--- config.mk ---
export PLATFORM = sky130hd
export DESIGN_NAME = alarm_controller
export DESIGN_NICKNAME = d
export VERILOG_FILES = /design/src/rtl/alarm_controller.sv
export SDC_FILE = /design/constraint.sdc
export NUM_CORES = 1
export LEC_CHECK = 0
export ABC_AREA = 0
export BUFFER_PORTS_ARGS = -buffer_cell sky130_fd_sc_hd__clkbuf_2
export CAP_MARGIN = 20
export CORE_UTILIZATION = 51
export CTS_BUF_LIST = sky130_fd_sc_hd__clkbuf_16
export CTS_CLUSTER_DIAMETER = 30
export DETAILED_ROUTE_END_ITERATION = 8
export PLACE_DENSITY = 0.84
export SLEW_MARGIN = 30
export SYNTH_ARGS = -nofsm -noshare
export SYNTH_HDL_FRONTEND = slang
export SYNTH_SLANG_ARGS = --single-unit
--- constraint.sdc ---
create_clock -name clk -period 5.24 [get_ports clk]
set_input_delay 0.786 -clock clk [delete_from_list [all_inputs] [get_ports clk]]
set_output_delay 0.786 -clock clk [all_outputs]
set_load 0.01 [all_outputs]
--- src/rtl/alarm_controller.sv ---
// Alarm controller: stores one BCD alarm time and rings when the Digital_Clock time reaches it.
// Snooze support (SNOOZE state, snooze timer and snooze counter) is built only when ALARM_SNOOZE_EN is defined.
module alarm_controller #(
    parameter int SNOOZE_SEC       = 300,
    parameter int RING_TIMEOUT_SEC = 600,
    parameter int MAX_SNOOZE       = 3
) (
    input  logic       clk,
    input  logic       reset,
    input  logic       sec_tick,
    input  logic [7:0] hh,
    input  logic [7:0] mm,
    input  logic [7:0] ss,
    input  logic       pm,
    input  logic       set_alarm,
    input  logic [7:0] set_hh,
    input  logic [7:0] set_mm,
    input  logic       set_pm,
    input  logic       arm,
    input  logic       snooze,
    input  logic       stop,
    output logic       ring,
    output logic       armed,
    output logic       snoozing,
    output logic [7:0] alarm_hh,
    output logic [7:0] alarm_mm,
    output logic       alarm_pm,
    output logic       bad_set,
    output logic [1:0] fsm_state
);
    // Handshakes: set_alarm, snooze and stop are single-cycle pulses sampled on
    // the rising clk edge; there is no back-pressure and no ready signal.
    localparam int RING_W = $clog2(RING_TIMEOUT_SEC + 1);
    localparam logic [RING_W-1:0] RING_LAST = RING_W'(RING_TIMEOUT_SEC - 1);

`ifdef ALARM_SNOOZE_EN
    localparam int TMR_W  = $clog2(SNOOZE_SEC + 1);
    localparam int SCNT_W = (MAX_SNOOZE < 1) ? 1 : $clog2(MAX_SNOOZE + 1);
    localparam logic [TMR_W-1:0]  TMR_LOAD = TMR_W'(SNOOZE_SEC);
    localparam logic [SCNT_W-1:0] SCNT_MAX = SCNT_W'(MAX_SNOOZE);

    typedef enum logic [1:0] {IDLE, ARMED, RINGING, SNOOZE} state_t;

    logic [TMR_W-1:0]  tmr, tmr_n;
    logic [SCNT_W-1:0] snooze_cnt, snooze_cnt_n;
`else
    typedef enum logic [1:0] {IDLE, ARMED, RINGING} state_t;

    logic unused_snooze;
    assign unused_snooze = snooze ^ SNOOZE_SEC[0] ^ MAX_SNOOZE[0];
`endif

    state_t            state, state_n;
    logic [RING_W-1:0] ring_cnt, ring_cnt_n;
    logic              match, match_q, hit, set_ok;

    assign set_ok = (set_hh[7:4] <= 4'd9) && (set_hh[3:0] <= 4'd9) &&
                    (set_mm[7:4] <= 4'd9) && (set_mm[3:0] <= 4'd9) &&
                    (set_hh >= 8'h01) && (set_hh <= 8'h12) && (set_mm <= 8'h59);

    // Only the first cycle of a matching second counts, so a held time rings once.
    assign match = (hh == alarm_hh) && (mm == alarm_mm) && (pm == alarm_pm) && (ss == 8'h00);
    assign hit   = match & ~match_q;

    assign fsm_state = state;

    always_comb begin
        state_n    = state;
        ring_cnt_n = ring_cnt;
`ifdef ALARM_SNOOZE_EN
        tmr_n        = tmr;
        snooze_cnt_n = snooze_cnt;
`endif
        if (!arm) begin
            state_n = IDLE;
`ifdef ALARM_SNOOZE_EN
            snooze_cnt_n = '0;
`endif
        end else begin
            case (state)
                IDLE: state_n = ARMED;
                ARMED: begin
                    if (hit) begin
                        state_n    = RINGING;
                        ring_cnt_n = '0;
`ifdef ALARM_SNOOZE_EN
                        snooze_cnt_n = '0;
`endif
                    end
                end
                RINGING: begin
                    if (stop) begin
                        state_n = ARMED;
`ifdef ALARM_SNOOZE_EN
                    end else if (snooze) begin
                        // A refused snooze still swallows a coincident tick.
                        if (snooze_cnt < SCNT_MAX) begin
                            state_n      = SNOOZE;
                            tmr_n        = TMR_LOAD;
                            snooze_cnt_n = snooze_cnt + 1'b1;
                        end
`endif
                    end else if (sec_tick) begin
                        ring_cnt_n = ring_cnt + 1'b1;
                        if (ring_cnt == RING_LAST) state_n = ARMED;
                    end
                end
`ifdef ALARM_SNOOZE_EN
                SNOOZE: begin
                    if (stop) begin
                        state_n = ARMED;
                    end else if (snooze) begin
                        state_n = SNOOZE;
                    end else if (sec_tick) begin
                        if (tmr <= TMR_W'(1)) begin
                            state_n    = RINGING;
                            tmr_n      = '0;
                            ring_cnt_n = '0;
                        end else begin
                            tmr_n = tmr - 1'b1;
                        end
                    end
                end
`endif
                default: state_n = IDLE;
            endcase
        end
    end

    always_ff @(posedge clk or negedge reset) begin
        if (!reset) begin
            state    <= IDLE;
            ring_cnt <= '0;
            match_q  <= 1'b0;
            ring     <= 1'b0;
            armed    <= 1'b0;
            snoozing <= 1'b0;
            bad_set  <= 1'b0;
            alarm_hh <= 8'h12;
            alarm_mm <= 8'h00;
            alarm_pm <= 1'b0;
`ifdef ALARM_SNOOZE_EN
            tmr        <= '0;
            snooze_cnt <= '0;
`endif
        end else begin
            state    <= state_n;
            ring_cnt <= ring_cnt_n;
            match_q  <= match;
            ring     <= (state_n == RINGING);
            armed    <= (state_n != IDLE);
            bad_set  <= set_alarm && !set_ok;
`ifdef ALARM_SNOOZE_EN
            tmr        <= tmr_n;
            snooze_cnt <= snooze_cnt_n;
            snoozing   <= (state_n == SNOOZE);
`else
            snoozing   <= 1'b0;
`endif
            if (set_alarm && set_ok) begin
                alarm_hh <= set_hh;
                alarm_mm <= set_mm;
                alarm_pm <= set_pm;
            end
        end
    end
endmodule

==> results.json, run 1 <==
{
  "worst_slew_margin_rel_pct": 46.7,
  "critical_path_class": "in -> reg",
  "hold_path_class": "reg -> reg",
  "cts_inserted_buffers": 5,
  "final.min_clock_period_ps": 2550,
  "grt_usage_pct": 23.8,
  "area_added_between_synthesis_and_finish_pct": 28.5,
  "synth.area.mux_share_pct": 10.1,
  "numPortBuffers": 69,
  "synthTopCellsByArea": "dfrtp_1 (44%), xor2_1 (7.9%), mux2_4 (5.1%), mux2_2 (4.5%), nand2_1 (3.6%)",
  "synth_cell_type_count": 43,
  "cts_setup_buffers": 0,
  "worst_r2r_endpoint": "ring_cnt[1]$_DFFE_PN0P_",
  "synth_compound_area_share_pct": 7.86,
  "synth-seq-area-share_pct": 46.9,
  "layout-drive-gt1-share_pct": 42.6,
  "tightest_slew_ps": 799,
  "syn-mean-instance-area_um2": 10.7,
  "via_count_of_the_first_global_routing_pass": 1362,
  "synth_largest_type_area_fraction_pct": 43.9,
  "grt_pass1_wl_um": 6220,
  "dpl-instance-area_um2": 2130,
  "die-width_um": 60.9,
  "tritoncts_num_sinks": 33,
  "final.setup_skew_ps": 7.40,
  "worst-path-max-fanout": 11,
  "synthesis.area_um2": 1770,
  "setup_total_negative_slack_ps": 0,
  "report.final.setup_viol": 0,
  "power-per-cell-area_nw_per_um2": 279,
  "total_power_uw": 635,
  "routed-via-count": 1498,
  "grt_remaining_overflow": 0,
  "synth_top_cells_by_count": "dfrtp_1 (31), nand2_1 (17), xor2_1 (16)",
  "fp.coreArea_um2": 3340,
  "routed_wire_length_per_instance_um": 13.7,
  "dpl.cell_count": 275,
  "netlist.top_cell.by_area": "dfrtp_1",
  "nNetsFinal": 286,
  "clk_path_buf_depth": 2,
  "async_flop_share_pct": 100,
  "cp-start-kind": "input pin",
  "synth.yosys.warnings": 0,
  "finalHoldViolations": 0,
  "die-area_um2": 3700,
  "clock-root-buffer": "clkbuf_16",
  "hold_start": "match_q$_DFF_PN0_",
  "initial_core_utilization_pct": 52.9,
  "dpl.hpwl_um": 2810,
  "synth_xor_area_share_pct": 9.42,
  "worst_ir_drop_vdd_mv": 0.197,
  "grt_start_max_net_pins": 34,
  "clk-insertion-delay-late_ps": 280,
  "worst-endpoint-arrival_ps": 2680,
  "synth_top_family_by_area": "simple AND/OR/NAND/NOR gates",
  "max_cap_viols": 0,
  "cts_hold_buffers": 0,
  "grt_antenna_before_repair": 0,
  "synth_edf_count": 0,
  "finalInstanceArea_um2": 2270,
  "min_to": "fsm_state[0]$_DFF_PN0_",
  "drt_pre_antenna_iters": 4,
  "syn_nets": 215,
  "synth_top_flop_cell": "dfrtp_1",
  "instances_no_fill": 283,
  "required_ps": 5370,
  "regToRegStartpoint": "alarm_mm[2]$_DFFE_PN0P_",
  "die_h_um": 60.9,
  "grt_setup_unrepaired": "false",
  "final_min_period_over_clock_period_pct": 48.7,
  "cts_max_level": 2,
  "max_freq_mhz": 392,
  "worst_hold_path_depth": 2,
  "outcome": "finished, final reports clean",
  "detail_route.vias_per_cell": 5.29,
  "final_antenna_net_count": 0,
  "synth-seq-cells": 33,
  "drt_first_iter_violations": 36,
  "post_synth_fa_ha_maj_area_fraction_pct": 0.708,
  "boundary_pins": 72,
  "synthCells": 165,
  "drc": 0,
  "post_synth_and_or_nand_nor_area_fraction_pct": 21.6,
  "cts-resized-gates": 0,
  "tritoncts": "done",
  "count_leader_synth": "dfrtp_1",
  "static-leakage-power_nw": 1.19,
  "worst_setup_path_end_kind": "flip-flop",
  "clk_pin_slew_worst_paths_ps": 60,
  "final_wirelength_um": 3880,
  "routabilityCongestion": 0.834,
  "worst-r2r-setup-slack_ps": 3030,
  "final_max_slew_viol_count": 0,
  "antenna_cells_inserted": 0,
  "standard_cell_rows": 21,
  "rr_worst_depth": 5
}
[through the flow]
stage          hold slack [ps]  util (%)  worst slack (ps)
2_1_floorplan              486         -              2920
3_3_place_gp               497      63.8              2090
3_5_place_dp               519      63.9              2400
4_1_cts                    531      68.1              2690
5_1_grt                    577      68.1              2530
6_report                   528      68.1              2690
[cell usage in the layout (no fill, tap or decap), types with 2 or more instances in the layout]
cell and instances:
clkinv_1 2, nand4_1 5, a21oi_1 2, nand3_1 2, clkbuf_2 69, dfrtp_1 31
nand2_1 17, mux2_4 6, or2_2 3, inv_1 4, dfstp_2 2, a31oi_1 2
nor2b_1 7, and3_1 4, o21ai_0 9, nor4_1 5, a21o_1 2, clkbuf_16 5
mux2_2 7, xnor2_1 3, nor2_1 10, nor4_2 2, xor2_1 16
[power by group]
part	switching [mW]	leakage [nW]	total (mW)	internal, mW
Sequential	0.0123	0.427	0.281	0.269
Clock	0.105	0.0687	0.276	0.171
Combinational	0.0354	0.690	0.0773	0.0419
[metal layers]
metal | track usage [%] | share of wire [%]
met5 | 0 | 0
met4 | 9.42 | 1.9
met3 | 7.89 | 6.6
met2 | 37.8 | 50
met1 | 30.1 | 42
[worst max-delay path by stage]
stage | start | end
after CTS | ss[2] | ring_cnt[1]$_DFFE_PN0P_
after global placement | ss[1] | ring_cnt[1]$_DFFE_PN0P_
after global routing | ss[2] | ring_cnt[8]$_DFFE_PN0P_
after detailed placement | ss[2] | ring_cnt[1]$_DFFE_PN0P_
after floorplan | ss[2] | ring_cnt[0]$_DFFE_PN0P_
final | ss[2] | ring_cnt[1]$_DFFE_PN0P_
[final cells by class]
| type | instances | area (µm²) |
|---|---|---|
| clock buffer | 5 | 125 |
| clock inverter | 3 | 12.5 |
| fill | 271 | 1070 |
| inverter | 4 | 15.0 |
| multi-input combinational | 123 | 887 |
| sequential | 33 | 828 |
| tap | 46 | 57.6 |
| timing repair buffer | 69 | 345 |
[state kept, by name, indices dropped and copies added (netlist names), 2 cells and up]
register   cells
alarm_mm       8
alarm_hh       8
ring_cnt      10
fsm_state      2
[critical path, cell delays in order]
cell	delay [ps]
clkbuf_2	80
nor4_2	300
nand4_1	150
or4_4	580
nor3_2	580
o21ai_0	200
[cell families (layout without fill, tap and decap cells)]
| kind of cell | after synthesis | after routing |
|---|---|---|
| XOR/XNOR | 19 | 19 |
| flip-flops | 33 | 33 |
| AND/OR/NAND/NOR | 67 | 67 |
| other | 1 | 1 |
| adder cells (fa/ha/maj) | 1 | 1 |
| buffers and inverters | 9 | 81 |
| AO/OA/AOI/OAI | 21 | 21 |
| multiplexers | 14 | 14 |
(Power assumes the default switching activity.)
==> inputs of run 2 (changes only) <==
--- a/config.mk
+++ b/config.mk
@@ -8,11 +8,11 @@
 export ABC_AREA = 0
 export BUFFER_PORTS_ARGS = -buffer_cell sky130_fd_sc_hd__clkbuf_2
 export CAP_MARGIN = 20
-export CORE_UTILIZATION = 51
+export CORE_UTILIZATION = 43
 export CTS_BUF_LIST = sky130_fd_sc_hd__clkbuf_16
 export CTS_CLUSTER_DIAMETER = 30
 export DETAILED_ROUTE_END_ITERATION = 8
-export PLACE_DENSITY = 0.84
+export PLACE_DENSITY = 0.75
 export SLEW_MARGIN = 30
 export SYNTH_ARGS = -nofsm -noshare
 export SYNTH_HDL_FRONTEND = slang
==> constraint.sdc (replaced) <==
create_clock -name clk -period 2.07 [get_ports clk]
set_input_delay 0.3105 -clock clk [delete_from_list [all_inputs] [get_ports clk]]
set_output_delay 0.3105 -clock clk [all_outputs]
set_load 0.01 [all_outputs]
==> run 2 against run 1 <==
Critical path depth decreased by 1. Register-to-register slack worse by 2900 ps. Largest cell class unchanged. Critical path type is now reg -> reg. Setup slack lost 2500 ps. First-iteration DRC count rose by 140%. Clock-buffer cell count unchanged.
==> results.json, run 2 (synthesized netlist as in run 1, its figures left out) <==
{
  "outcome": "finished, final reports clean",
  "finalHoldViolations": 0,
  "drt-met1-wl_um": 1660,
  "report.final.setup_viol": 0,
  "cts_hold_buffers": 0,
  "final_min_period_over_clock_period_pct": 92.9,
  "drc": 0,
  "hold_path_class": "in -> async",
  "top_layer": "met4",
  "fp.coreArea_um2": 3800,
  "grt_pass1_wl_um": 6620,
  "regMostFlops": "ring_cnt",
  "grt_setup_unrepaired": "false",
  "die-width_um": 66.1,
  "layout-drive-gt1-share_pct": 42.9,
  "clock-root-buffer": "clkbuf_16",
  "grt_antenna_before_repair": 0,
  "total_power_mw": 1.59,
  "regToRegStartpoint": "alarm_mm[1]$_DFFE_PN0P_",
  "clk_path_buf_depth": 2,
  "final_max_slew_viol_count": 0,
  "rr_worst_depth": 5,
  "cts_setup_buffers": 0,
  "met3RoutedLength_um": 255,
  "finalHoldWorstSlack_ps": 49.9,
  "routed-via-count": 1476,
  "boundary_pins": 72,
  "worst_path_largest_cell_delay_ps": 400,
  "worst-path-max-fanout": 3,
  "routabilityCongestion": 0.732,
  "initial_core_utilization_pct": 46.5,
  "critPathCapture": "ring_cnt[0]$_DFFE_PN0P_",
  "clk-insertion-delay-late_ps": 270,
  "tightest_slew_ps": 618,
  "layout.cells.most_common_list": "clkbuf_2 (69), dfrtp_1 (31), nand2_1 (17), xor2_1 (16), nor2_1 (10)",
  "final_antenna_net_count": 0,
  "die_h_um": 66.1,
  "detail_route.vias_per_cell": 5.13,
  "worst-r2r-setup-slack_ps": 150,
  "nNetsFinal": 289,
  "grt_remaining_overflow": 0,
  "crit_path_cell_trace": "xor2_1 -> nor4_1 -> nand3_1 -> or2_1 -> a221o_1",
  "cts_max_level": 2,
  "worst_ir_drop_vdd_mv": 0.504,
  "grt_usage_pct": 20.2,
  "path_depth": 5,
  "static-leakage-power_nw": 1.20,
  "drt_first_iter_violations": 86,
  "max_cap_viols": 0,
  "final_wirelength_um": 3830,
  "area_added_between_synthesis_and_finish_pct": 29.7,
  "routed_wire_length_per_instance_um": 13.3,
  "worst_setup_path_startpoint": "alarm_mm[1]$_DFFE_PN0P_",
  "via_count_of_the_first_global_routing_pass": 1499,
  "drt_pre_antenna_iters": 4,
  "grt_start_max_net_pins": 25,
  "top_family_by_delay_on_critical_path": "simple AND/OR/NAND/NOR gates",
  "cp-start-kind": "flip-flop",
  "tritoncts_num_sinks": 33,
  "numPortBuffers": 69,
  "tritoncts": "done",
  "critical_path_class": "reg -> reg",
  "cts_inserted_buffers": 5,
  "required_ps": 2220,
  "worst_r2r_endpoint": "ring_cnt[0]$_DFFE_PN0P_",
  "dr_wl_met2_um": 1890,
  "layout_top_registers": "ring_cnt (10), alarm_hh (8), alarm_mm (8)",
  "timing.critical_path.buf_inv": 0,
  "slowest_stage": "nor4_1",
  "worst-endpoint-arrival_ps": 2080,
  "die-area_um2": 4370,
  "max_freq_mhz": 520,
  "antenna_cells_inserted": 0,
  "largest_reg_flops": 10,
  "dpl.cell_count": 280,
  "worst_slew_margin_rel_pct": 58.8,
  "standard_cell_rows": 22,
  "layout.cells.most_common": "clkbuf_2",
  "clk_pin_slew_worst_paths_ps": 50,
  "final.min_clock_period_ps": 1920,
  "worst_setup_path_end_kind": "flip-flop",
  "instances_no_fill": 288,
  "final.setup_skew_ps": 5.94,
  "setup_total_negative_slack_ps": 0,
  "power-per-cell-area_nw_per_um2": 696,
  "cts-resized-gates": 0,
  "dpl.hpwl_um": 3010
}
[run 2: cell count changes in the layout (fill, tap and decap cells not counted), sizes merged]
cell,change
buf,+3
[run 2: worst min path at each step]
stage	depth (start not counted)	endpoint	slack, ps	startpoint
finish	1	alarm_mm[7]$_DFFE_PN0P_	50	reset
floorplan	0	alarm_hh[0]$_DFFE_PN0P_	10	reset
CTS	1	ring_cnt[1]$_DFFE_PN0P_	60	reset
global placement	1	ring_cnt[1]$_DFFE_PN0P_	360	reset
global route	1	ring_cnt[4]$_DFFE_PN0P_	100	reset
detailed placement	1	ring_cnt[1]$_DFFE_PN0P_	350	reset
[run 2: cell type report]
type	count	area, µm²
Tap cell	48	60.1
Timing Repair Buffer	72	368
Clock inverter	3	12.5
Clock buffer	5	125
Multi-Input combinational cell	123	882
Fill cell	337	1510
Sequential cell	33	828
Inverter	4	15.0
[run 2: per-layer routing]
layer  global-route usage, %  up-vias
met3                    5.69        4
met5                       0        -
li1                        -      727
met2                    35.5       50
met1                    23.5      695
met4                    6.91        0
[run 2: where the power goes]
group	switching, mW	internal (mW)	total (mW)
registers	0.0312	0.680	0.711
logic	0.0883	0.108	0.197
clock network	0.253	0.434	0.687
[run 2: stage by stage]
stage	worst slack, ps	instance area, µm²	utilization, %
after floorplan	211	1770	-
after global placement	85.7	2150	56.7
after detailed placement	59.4	2150	56.7
after CTS	114	2290	60.3
after global routing	24.7	2290	60.3
final	148	2290	60.3
==> inputs of run 3 (changes only) <==
--- a/config.mk
+++ b/config.mk
@@ -8,11 +8,12 @@
 export ABC_AREA = 0
 export BUFFER_PORTS_ARGS = -buffer_cell sky130_fd_sc_hd__clkbuf_2
 export CAP_MARGIN = 20
-export CORE_UTILIZATION = 43
+export CORE_MARGIN = 5
+export CORE_UTILIZATION = 51
 export CTS_BUF_LIST = sky130_fd_sc_hd__clkbuf_16
 export CTS_CLUSTER_DIAMETER = 30
 export DETAILED_ROUTE_END_ITERATION = 8
-export PLACE_DENSITY = 0.75
+export PLACE_DENSITY = 0.84
 export SLEW_MARGIN = 30
 export SYNTH_ARGS = -nofsm -noshare
 export SYNTH_HDL_FRONTEND = slang
==> constraint.sdc (replaced) <==
create_clock -name clk -period 2.5 [get_ports clk]
set_input_delay 0.375 -clock clk [delete_from_list [all_inputs] [get_ports clk]]
set_output_delay 0.375 -clock clk [all_outputs]
set_load 0.01 [all_outputs]
==> run 3 against run 2 <==
Flip-flop and latch count unchanged. Maximum frequency up 0.20%. Clock skew down 3.7 ps. Clock-buffer cell count unchanged. Critical path depth unchanged. Routed wire length up 3.8%. Critical path type unchanged. Critical endpoint unchanged. Largest cell class unchanged.
==> results.json, run 3 (synthesized netlist as in run 1, its figures left out) <==
{
  "clock-root-buffer": "clkbuf_16",
  "grt_usage_pct": 19.5,
  "cts_inserted_buffers": 5,
  "cts_hold_buffers": 0,
  "worst-r2r-setup-slack_ps": 580,
  "detail_route.vias_per_cell": 5.22,
  "numPortBuffers": 69,
  "routed-via-count": 1482,
  "grt_antenna_before_repair": 0,
  "cts-resized-gates": 0,
  "nNetsFinal": 287,
  "hold_path_class": "in -> async",
  "regMostFlops": "ring_cnt",
  "antenna_cells_inserted": 0,
  "fp.coreArea_um2": 3340,
  "num-fill-cells": 278,
  "drt_first_iter_violations": 64,
  "layout.cells.most_common_list": "clkbuf_2 (69), dfrtp_1 (31), nand2_1 (17), xor2_1 (16), nor2_1 (10)",
  "outcome": "finished, final reports clean",
  "static-leakage-power_nw": 1.20,
  "tritoncts": "done",
  "finalInstanceArea_um2": 2300,
  "cp-start-kind": "flip-flop",
  "grt_pass1_wl_um": 6680,
  "final.min_clock_period_ps": 1920,
  "dpl-instance-area_um2": 2140,
  "layout.cells.most_common": "clkbuf_2",
  "die_h_um": 68.9,
  "grt_setup_unrepaired": "false",
  "setup_total_negative_slack_ps": 0,
  "dpl.cell_count": 276,
  "tritoncts_num_sinks": 33,
  "total_power_mw": 1.44,
  "clk-insertion-delay-late_ps": 280,
  "worst_r2r_endpoint": "ring_cnt[0]$_DFFE_PN0P_",
  "final.setup_skew_ps": 2.22,
  "layout_top_registers": "ring_cnt (10), alarm_hh (8), alarm_mm (8)",
  "required_ps": 2660,
  "max_freq_mhz": 521,
  "tightest_slew_ps": 786,
  "instances_no_fill": 284,
  "max_cap_viols": 0,
  "worst-endpoint-arrival_ps": 2080,
  "finalHoldViolations": 0,
  "boundary_pins": 72,
  "standard_cell_rows": 21,
  "initial_core_utilization_pct": 52.9,
  "drt_pre_antenna_iters": 4,
  "clk_pin_slew_worst_paths_ps": 50,
  "critical_path_class": "reg -> reg",
  "dpl.hpwl_um": 3070,
  "routabilityCongestion": 0.847,
  "worst_slew_margin_rel_pct": 47.6,
  "power-per-cell-area_nw_per_um2": 625,
  "rr_worst_depth": 5,
  "regToRegStartpoint": "alarm_mm[2]$_DFFE_PN0P_",
  "cts_max_level": 2,
  "final_min_period_over_clock_period_pct": 76.7,
  "largest_reg_flops": 10,
  "final_max_slew_viol_count": 0,
  "report.final.setup_viol": 0,
  "final_antenna_net_count": 0,
  "worst_ir_drop_vdd_mv": 0.461,
  "final_wirelength_um": 3980,
  "worst-path-max-fanout": 3,
  "grt_start_max_net_pins": 34,
  "clk_path_buf_depth": 2,
  "cts_setup_buffers": 0,
  "grt_remaining_overflow": 0,
  "drc": 0,
  "worst_setup_path_end_kind": "flip-flop",
  "area_added_between_synthesis_and_finish_pct": 30.3,
  "die-width_um": 68.9,
  "via_count_of_the_first_global_routing_pass": 1561,
  "layout-drive-gt1-share_pct": 42.9,
  "die-area_um2": 4740,
  "routed_wire_length_per_instance_um": 14.0
}
[run 3: report_power, final]
group | switching (mW) | internal [mW] | leakage [nW]
logic | 0.0748 | 0.0878 | 0.695
clock network | 0.221 | 0.466 | 0.0775
registers | 0.0256 | 0.563 | 0.427
[run 3: cell type report]
cell class              count  area (µm²)  share of cell area, %
repair buffers             70         353                   15.3
multi-input cells         123         882                   38.3
clock inverters             3        41.3                   1.79
well taps                  46        57.6                   2.50
inverters                   4        15.0                  0.652
clock buffers               5         125                   5.43
flip-flops and latches     33         828                   36.0
[run 3: layer usage]
layer  global-route usage (%)  vias up  wire length, µm
met5                        0        -                0
met4                     9.00        0               76
met3                     6.00        9              306
met2                     31.9       53             1960
met1                     23.3      697             1640
li1                         -      723                -
[run 3: how the worst max path moves through the flow]
stage,from,endpoint,slack (ps),depth (start not counted)
floorplan,ss[2],ring_cnt[0]$_DFFE_PN0P_,590,5
global placement,ss[1],ring_cnt[0]$_DFFE_PN0P_,420,6
detailed placement,ss[1],ring_cnt[0]$_DFFE_PN0P_,390,6
CTS,alarm_mm[2]$_DFFE_PN0P_,ring_cnt[0]$_DFFE_PN0P_,580,5
global route,alarm_hh[0]$_DFFE_PN0P_,ring_cnt[4]$_DFFE_PN0P_,450,6
finish,alarm_mm[2]$_DFFE_PN0P_,ring_cnt[0]$_DFFE_PN0P_,580,5
[run 3: worst max-delay path, stage by stage, from the launching register on]
cell and delay [ps]:
dfrtp_1 400, xnor2_1 170, nand4_1 100, or4_4 570
or2_1 250, a221o_1 310
[run 3: per-stage QoR]
stage	setup WS (ps)	hold slack [ps]	util [%]
after floorplan	590	79.4	-
final	582	172	69.0
after global placement	423	501	64.0
after CTS	579	208	69.0
after global routing	454	261	69.0
after detailed placement	392	501	64.0
